### src/rtl/usb_tx_sequencer.sv
// usb_tx_sequencer: serialises packet bytes into the raw (pre-NRZI) USB bit
// stream. Each frame is SYNC, LSB-first data with bit stuffing, then EOP.
// Each clock emits one bit. All outputs except tx_ready are registered.
module usb_tx_sequencer (
  input  logic       clk,
  input  logic       nRST,
  input  logic       tx_valid,
  input  logic [7:0] tx_data,
  output logic       tx_ready,
  output logic       enc_en,
  output logic       enc_bit,
  output logic       se0,
  output logic       tx_busy,
  output logic       tx_done
);

  typedef enum logic [2:0] {
    S_IDLE    = 3'd0,
    S_SYNC    = 3'd1,
    S_DATA    = 3'd2,
    S_STUFF   = 3'd3,
    S_EOP_SE0 = 3'd4,
    S_EOP_J   = 3'd5
  } state_t;

  // state_q describes the bit currently on the outputs.
  // In DATA/STUFF, bit_cnt_q is the index of the last data bit emitted.
  state_t     state_q, state_d;
  logic [7:0] shreg_q, shreg_d;
  logic [2:0] bit_cnt_q, bit_cnt_d;
  logic [2:0] sync_cnt_q, sync_cnt_d;
  logic [2:0] ones_cnt_q, ones_cnt_d;
  logic       eop_cnt_q, eop_cnt_d;
  logic       last_q, last_d;      // no further byte: EOP follows the pending stuff bit
  logic       enc_en_q, enc_en_d;
  logic       enc_bit_q, enc_bit_d;
  logic       se0_q, se0_d;
  logic       tx_busy_q, tx_busy_d;
  logic       tx_done_q, tx_done_d;

  logic       accept;
  logic [2:0] nxt_idx;

  // A byte is taken in IDLE, or while the last bit of the current byte is on the line.
  assign tx_ready = (state_q == S_IDLE) || ((state_q == S_DATA) && (bit_cnt_q == 3'd7));
  assign accept   = tx_valid && tx_ready;
  assign nxt_idx  = bit_cnt_q + 3'd1;  // wraps 7 -> 0 when a new byte starts

  assign enc_en  = enc_en_q;
  assign enc_bit = enc_bit_q;
  assign se0     = se0_q;
  assign tx_busy = tx_busy_q;
  assign tx_done = tx_done_q;

  // Next-state and next-output decode: decide which bit is emitted on the coming cycle.
  always_comb begin
    state_d    = state_q;
    shreg_d    = shreg_q;
    bit_cnt_d  = bit_cnt_q;
    sync_cnt_d = sync_cnt_q;
    eop_cnt_d  = eop_cnt_q;
    last_d     = last_q;
    enc_en_d   = 1'b0;
    enc_bit_d  = 1'b0;
    se0_d      = 1'b0;
    tx_done_d  = 1'b0;

    case (state_q)
      S_IDLE: begin
        if (accept) begin
          shreg_d    = tx_data;
          sync_cnt_d = 3'd0;
          last_d     = 1'b0;
          state_d    = S_SYNC;
          enc_en_d   = 1'b1;
          enc_bit_d  = 1'b0;
        end
      end

      S_SYNC: begin
        enc_en_d = 1'b1;
        if (sync_cnt_q != 3'd7) begin
          sync_cnt_d = sync_cnt_q + 3'd1;
          enc_bit_d  = (sync_cnt_q == 3'd6);  // SYNC ends with a single 1
        end else begin
          state_d   = S_DATA;
          bit_cnt_d = 3'd0;
          enc_bit_d = shreg_q[0];
        end
      end

      S_DATA: begin
        if (bit_cnt_q == 3'd7) begin
          if (accept) begin
            shreg_d = tx_data;
          end else begin
            last_d = 1'b1;
          end
        end
        if (ones_cnt_q == 3'd6) begin
          // Six 1s in a row were just sent: insert a 0 and hold the bit index.
          state_d   = S_STUFF;
          enc_en_d  = 1'b1;
          enc_bit_d = 1'b0;
        end else if ((bit_cnt_q != 3'd7) || accept) begin
          bit_cnt_d = nxt_idx;
          enc_en_d  = 1'b1;
          enc_bit_d = shreg_d[nxt_idx];
        end else begin
          state_d   = S_EOP_SE0;
          eop_cnt_d = 1'b0;
          se0_d     = 1'b1;
        end
      end

      S_STUFF: begin
        if (last_q) begin
          state_d   = S_EOP_SE0;
          eop_cnt_d = 1'b0;
          se0_d     = 1'b1;
        end else begin
          state_d   = S_DATA;
          bit_cnt_d = nxt_idx;
          enc_en_d  = 1'b1;
          enc_bit_d = shreg_q[nxt_idx];
        end
      end

      S_EOP_SE0: begin
        if (!eop_cnt_q) begin
          eop_cnt_d = 1'b1;
          se0_d     = 1'b1;
        end else begin
          state_d   = S_EOP_J;
          tx_done_d = 1'b1;
        end
      end

      S_EOP_J: begin
        state_d = S_IDLE;
      end

      default: begin
        state_d = S_IDLE;
      end
    endcase

    // Run length of 1s on the line; a 0 (data, SYNC or stuff) restarts it, and it
    // never climbs past 6 because reaching 6 always forces a stuff bit next.
    if (enc_en_d) begin
      if (enc_bit_d) begin
        ones_cnt_d = (ones_cnt_q == 3'd6) ? 3'd6 : ones_cnt_q + 3'd1;
      end else begin
        ones_cnt_d = 3'd0;
      end
    end else begin
      ones_cnt_d = 3'd0;
    end

    tx_busy_d = (state_d != S_IDLE);
  end

  // State, counters and registered outputs; reset aborts any frame with no EOP.
  always_ff @(posedge clk or negedge nRST) begin
    if (!nRST) begin
      state_q    <= S_IDLE;
      shreg_q    <= 8'h00;
      bit_cnt_q  <= 3'd0;
      sync_cnt_q <= 3'd0;
      ones_cnt_q <= 3'd0;
      eop_cnt_q  <= 1'b0;
      last_q     <= 1'b0;
      enc_en_q   <= 1'b0;
      enc_bit_q  <= 1'b0;
      se0_q      <= 1'b0;
      tx_busy_q  <= 1'b0;
      tx_done_q  <= 1'b0;
    end else begin
      state_q    <= state_d;
      shreg_q    <= shreg_d;
      bit_cnt_q  <= bit_cnt_d;
      sync_cnt_q <= sync_cnt_d;
      ones_cnt_q <= ones_cnt_d;
      eop_cnt_q  <= eop_cnt_d;
      last_q     <= last_d;
      enc_en_q   <= enc_en_d;
      enc_bit_q  <= enc_bit_d;
      se0_q      <= se0_d;
      tx_busy_q  <= tx_busy_d;
      tx_done_q  <= tx_done_d;
    end
  end

endmodule

### config.mk
export PLATFORM = sky130hd
export DESIGN_NAME = usb_tx_sequencer
export DESIGN_NICKNAME = d
export VERILOG_FILES = /design/src/rtl/usb_tx_sequencer.sv
export SDC_FILE = /design/constraint.sdc
export NUM_CORES = 1
export LEC_CHECK = 0
export ABC_AREA = 1
export BUFFER_PORTS_ARGS = -buffer_cell sky130_fd_sc_hd__buf_2
export CORE_ASPECT_RATIO = 1.2
export CORE_UTILIZATION = 25
export DETAILED_ROUTE_END_ITERATION = 8
export PLACE_DENSITY_LB_ADDON = 0.08
export SLEW_MARGIN = 20
export SYNTH_ARGS = -nofsm -noshare
export SYNTH_HDL_FRONTEND = slang
export SYNTH_SLANG_ARGS = --single-unit
### constraint.sdc
create_clock -name clk -period 2.4 [get_ports clk]
set_input_delay 0 -clock clk [delete_from_list [all_inputs] [get_ports clk]]
set_output_delay 0 -clock clk [all_outputs]
set_load 0.02 [all_outputs]
Word-level counts from Yosys, hierarchy flattened
Cells that the tools add are included.

operators by class
  add/subtract/negate cells = 3
  order comparisons = 1
  equality and inequality tests = 19
  muxes and demuxes = 51
  reduce and logical (&&, ||, !) cells = 14

operators with widths
  kind                   count
  $mux W3                15
  $mux W8                3
  $mux W1                22
  $ne A2 B2 Y1 const B   8
  $pmux W8 S2            1
  $pmux W3 S5            1
  $eq A3 B3 Y1 const B   4
  $add A3 B1 Y3 const B  3
  $pmux W1 S3            3
  $pmux W3 S3            1
  $reduce_bool A3 Y1     3
  $reduce_and A4 Y1      2
  $bmux W1 S3            2
  $eq A3 B2 Y1 const B   2
  $ne A3 B3 Y1 const B   2
  $pmux W3 S2            1
  $reduce_and A5 Y1      1
  $lt A3 B4 Y1 const B   1
  $ne A2 B1 Y1 const B   2
  $pmux W1 S4            1
  $reduce_bool A2 Y1     2
  $eq A3 B1 Y1 const B   1
  $logic_not A3 Y1       1
  $reduce_and A3 Y1      1
  other kinds (3)        5

word-level totals
  register bits after elaboration = 27
  input port bits = 11
  output and inout bits = 6
  logic and storage cells = 100

Logic depth before layout (Yosys ltp)
  depth in word-level cells = 14
  gate-level depth with buffers = 13
  mapped depth without buffers = 13

Worst setup path after synthesis
OpenSTA, ideal clock, no wires.

  path type = register -> register
  start = register bit_cnt_q[0]
  end = register tx_busy_q, in the netlist tx_busy
  arrival = 1.809 ns
  data required time = 2.269 ns
  path slack = 0.459 ns
  stages on the path, launching flop included = 12
  buffers on the path = 0
  period minus slack after synthesis = 1.941 ns
  path through = dfrtp_1 ha_1 ha_1 inv_1 nand2_2 nand3_4 nand2_2 inv_2 nor2_1 nor3_2 nand2_1 or3_1

on the way
  word-level cells in the longest chain between the ends = 9
  elaborated cells between the ends (all ways) = 11
  classes of those cells = eq/ne (2); mux (4); reduce/logical (5)

ends and longest elaborated chain
  what                    RTL line  text
  from (decl)             30        logic [2:0] bit_cnt_q, bit_cnt_d;
  from (signal assigned)  181       bit_cnt_q <= bit_cnt_d;
  $eq A3 B3 Y1            45        assign tx_ready = (state_q == S_IDLE) || ((state_q == S_DATA) && (bit_cnt_q == 3'd7));
  $logic_and A1 B1 Y1     45
  $logic_or A1 B1 Y1      45
  $logic_and A1 B1 Y1     46        assign accept = tx_valid && tx_ready;
  $logic_or A1 B1 Y1      105       end else if ((bit_cnt_q != 3'd7) || accept) begin
  $mux W3                 105
  $mux W3                 100       if (ones_cnt_q == 3'd6) begin
  $pmux W3 S5 (*)         68        case (state_q)
  net state_d[1]          28        state_t state_q, state_d;
  $reduce_bool A3 Y1 (*)  160       tx_busy_d = (state_d != S_IDLE);
  net tx_busy_d           38        logic tx_busy_q, tx_busy_d;
  to (signal assigned)    189       tx_busy_q <= tx_busy_d;
  to (decl)               38

Mark *: on every way through the listed nets, which the timed path passes. The rest lies on a longest branch.
A chain may end at the register's enable or synchronous reset.

Worst setup path after layout
Same ends and word-level chain as after synthesis.

==> key figures <==
Placed design
  – Final Wtd Congestion: 0.737
  – Setup WS pre-CTS: between 0.3 and 0.4 ns
  – HPWL Detailed: around 2700 um
  – Buffers on Ports: 16
  – Placed inst area: roughly 0.0017 mm2

Global route
  – First-pass GRT wire length: ~6500 um
  – Pin count of the biggest net entering global routing: 28
  – Gr usage total: 0.134
  – Initial antenna violation count: 0
  – GRT overflow: 0
  – Vias in the first global route: ~1400

Timing
  – Final Hold Viols: 0
  – Endpoints failing setup: 0
  – Fmax: roughly 500 MHz
  – Slew @ Worst Pin: about 0.63 ns
  – Setup ws final: between 0.4 and 0.5 ns
  – Pins Over Slew Limit: 0
  – Clock Skews: between 0.007 and 0.008 ns
  – Period utilisation layout: 0.833
  – Setup TNS: 0 ns
  – Slew HR: 0.583
  – Final critical-path required period: about 2 ns
  – RSZ-0062 raised after global routing: false

Final layout
  – P&R area growth vs syn: 20.4%
  – Antenna cell count: 0
  – Filler instances: around 640
  – Multi-input logic area: about 730 um2
  – Finished Core Util: 0.319
  – Layout Nets: 239
  – Layout cell share with drive strength beyond 1: 0.186
  – Register area: between 600 and 700 um2
  – Final Cell Area: around 0.0018 mm2

Synth
  – Largest family of logic cells by synthesized area: simple AND/OR/NAND/NOR gates
  – Area contributors post-synth: dfrtp_1, nand3_1, nand2_1
  – Post-synthesis adder-cell area fraction: 0.0577
  – Post-synthesis cell count: around 190
  – Area leader, netlist: dfrtp_1
  – Register area share after synthesis: 0.445
  – Async S/R FF share, synth: 1.00
  – Simple-gate share of the synthesized area: 0.340
  – Synth Register Bits: 27
  – Post-Syn Area: roughly 0.0015 mm2
  – Syn avg cell area: 7.87 um2
  – Top_reg_cell synth: dfrtp_1
  – Synthesized Nets: 211
  – Top cells by count, synth: nand2_1, nand3_1, dfrtp_1
  – Post-synth cell types: 24
  – Yosys warns: 0
  – Post-synthesis mux area share: 0
  – Synthesized-area fraction occupied by xor and xnor cells: 0
  – Compound-Gate Fraction of Synth Area: 0.0857
  – Top-area cell type share of the netlist area: 0.445
  – EDFF count, synth: 0

Routing
  – DRT Pass-1 Iters: 4
  – Detail Route Antenna Nets: 0
  – DRC: 0
  – Wire per inst: roughly 12 um
  – Initial drt markers: 49
  – Total number of vias: 1332
  – Vias/cell: 4.44
  – WL final: roughly 3600 um

Floorplanning
  – Core Region: about 0.0057 mm2
  – Initial Util: 0.264
  – Row count: 30
  – DIE AREA: between 0.006 and 0.007 mm2
  – DIE HEIGHT: roughly 87 um
  – Top Ports: 17
  – Width of the chip: between 70 and 80 um

Outcome
  – Outcome: complete, no violations

Clock tree
  – CTS tree: done
  – Post-CTS Hold Buffers: 8
  – Root buffer cell: clkbuf_8
  – Clock latency at the later pin of the worst-skew pair: 0.27 ns
  – H-tree levels: 1
  – Clk sinks: 27
  – Resized cells post-CTS: 0
  – Worst-case clock buffer depth: 2
  – Post-CTS setup repair buffer count: 0
  – CTS Buf Count: 3
  – Clk pin slew, worst setup/hold paths: 0.10 ns

Critical path
  – Worst Setup End Kind: flip-flop
  – Maximum fanout along the worst path: 10
  – CP Launch Type: flip-flop
  – WS Path Type: reg2reg
  – Arrival @ worst endpoint: 2.16 ns
  – Req. time, crit path: approximately 2.6 ns

Power
  – Peak supply drop: approximately 0.3 mV
  – Lkg Pwr: between 0.9 and 1 nW
  – Cell area power density: about 1000 mW/mm2

Flow run
  – Max Cap Viol: 0

Worst hold path
  – Hold Path Class: in2reg
[per-layer routing]
layer  track usage  share of wire  vias up
li1              -              -      690
met1         0.174           0.46      616
met2         0.226           0.50       24
met3        0.0174          0.027        2
met4        0.0428         0.0084        0
met5             0              0        -
[final cells by class]
| class | instances | share of cell area |
|---|---|---|
| inverters | 26 | 0.0534 |
| multi-input cells | 137 | 0.402 |
| well taps | 80 | 0.0547 |
| clock buffers | 3 | 0.0226 |
| repair buffers | 26 | 0.0958 |
| clock inverters | 1 | 0.00274 |
| flip-flops and latches | 27 | 0.369 |
[critical path, stage by stage (launching register included)]
cell and delay (ns):
dfrtp_1 0.39, ha_1 0.19, ha_1 0.21, inv_1 0.13
nand2_2 0.08, nand3_4 0.14, nand2_2 0.08, inv_2 0.06
nor2_1 0.04, nor3_2 0.13, nand2_1 0.10, or3_1 0.34
[logic make-up after synthesis]
kind of cell               count (synthesis)
and+or+nand+nor                          106
buffers and inverters                     29
AOI/OAI and AO/OA                         24
DFF                                       27
adders and majority gates                  7
[path summary, 6_finish.rpt]
| kind | startpoint | to | slack [ns] | cells after the start |
|---|---|---|---|---|
| min in group asynchronous | nRST | eop_cnt_q$_DFFE_PN0P_ | 0.27 | 2 |
| max in group asynchronous | nRST | shreg_q[0]$_DFFE_PN0P_ | 1.72 | 2 |
| worst max register to register | bit_cnt_q[0]$_DFFE_PN0P_ | tx_busy$_DFF_PN0_ | 0.40 | 11 |
| worst min register to register | eop_cnt_q$_DFFE_PN0P_ | se0$_DFF_PN0_ | 0.49 | 1 |
| worst max-delay path | bit_cnt_q[0]$_DFFE_PN0P_ | tx_busy$_DFF_PN0_ | 0.40 | 11 |
| worst min-delay path | tx_data[0] | shreg_q[0]$_DFFE_PN0P_ | 0.01 | 3 |
[flip-flops by register name, summed over array words and instances (netlist names)]
signal,cells
bit_cnt_q,3
enc_bit,1
enc_en,1
eop_cnt_q,1
last_q,1
ones_cnt_q,3
se0,1
shreg_q,8
state_q,3
sync_cnt_q,3
tx_busy,1
tx_done,1
[per-stage QoR]
stage	cells	hold WS [ns]	total power [W]
after global routing	300	0.0146	0.00212
after global placement	288	0.0756	0.00166
final	300	0.0148	0.00189
after detailed placement	288	0.0696	0.00165
after CTS	300	0.0167	0.00193
after floorplan	193	-0.296	0.00139
[power by group]
| part | switching, W | internal, W |
|---|---|---|
| clock | 0.000147 | 0.000116 |
| sequential | 0.0000961 | 0.000605 |
| combinational | 0.000588 | 0.000340 |
[cell usage in the layout (no fill, tap or decap), drive strengths merged, types with 4 or more instances in the layout]
master	synthesis	routed
dlygate4sd3	0	8
nand2	41	41
or2	5	5
ha	7	7
nor2	14	14
nor3	4	4
inv	26	26
o211ai	4	4
a21oi	8	8
dfrtp	27	27
buf	0	18
o21ai	12	12
nand3	38	38
(Power assumes the default switching activity.)
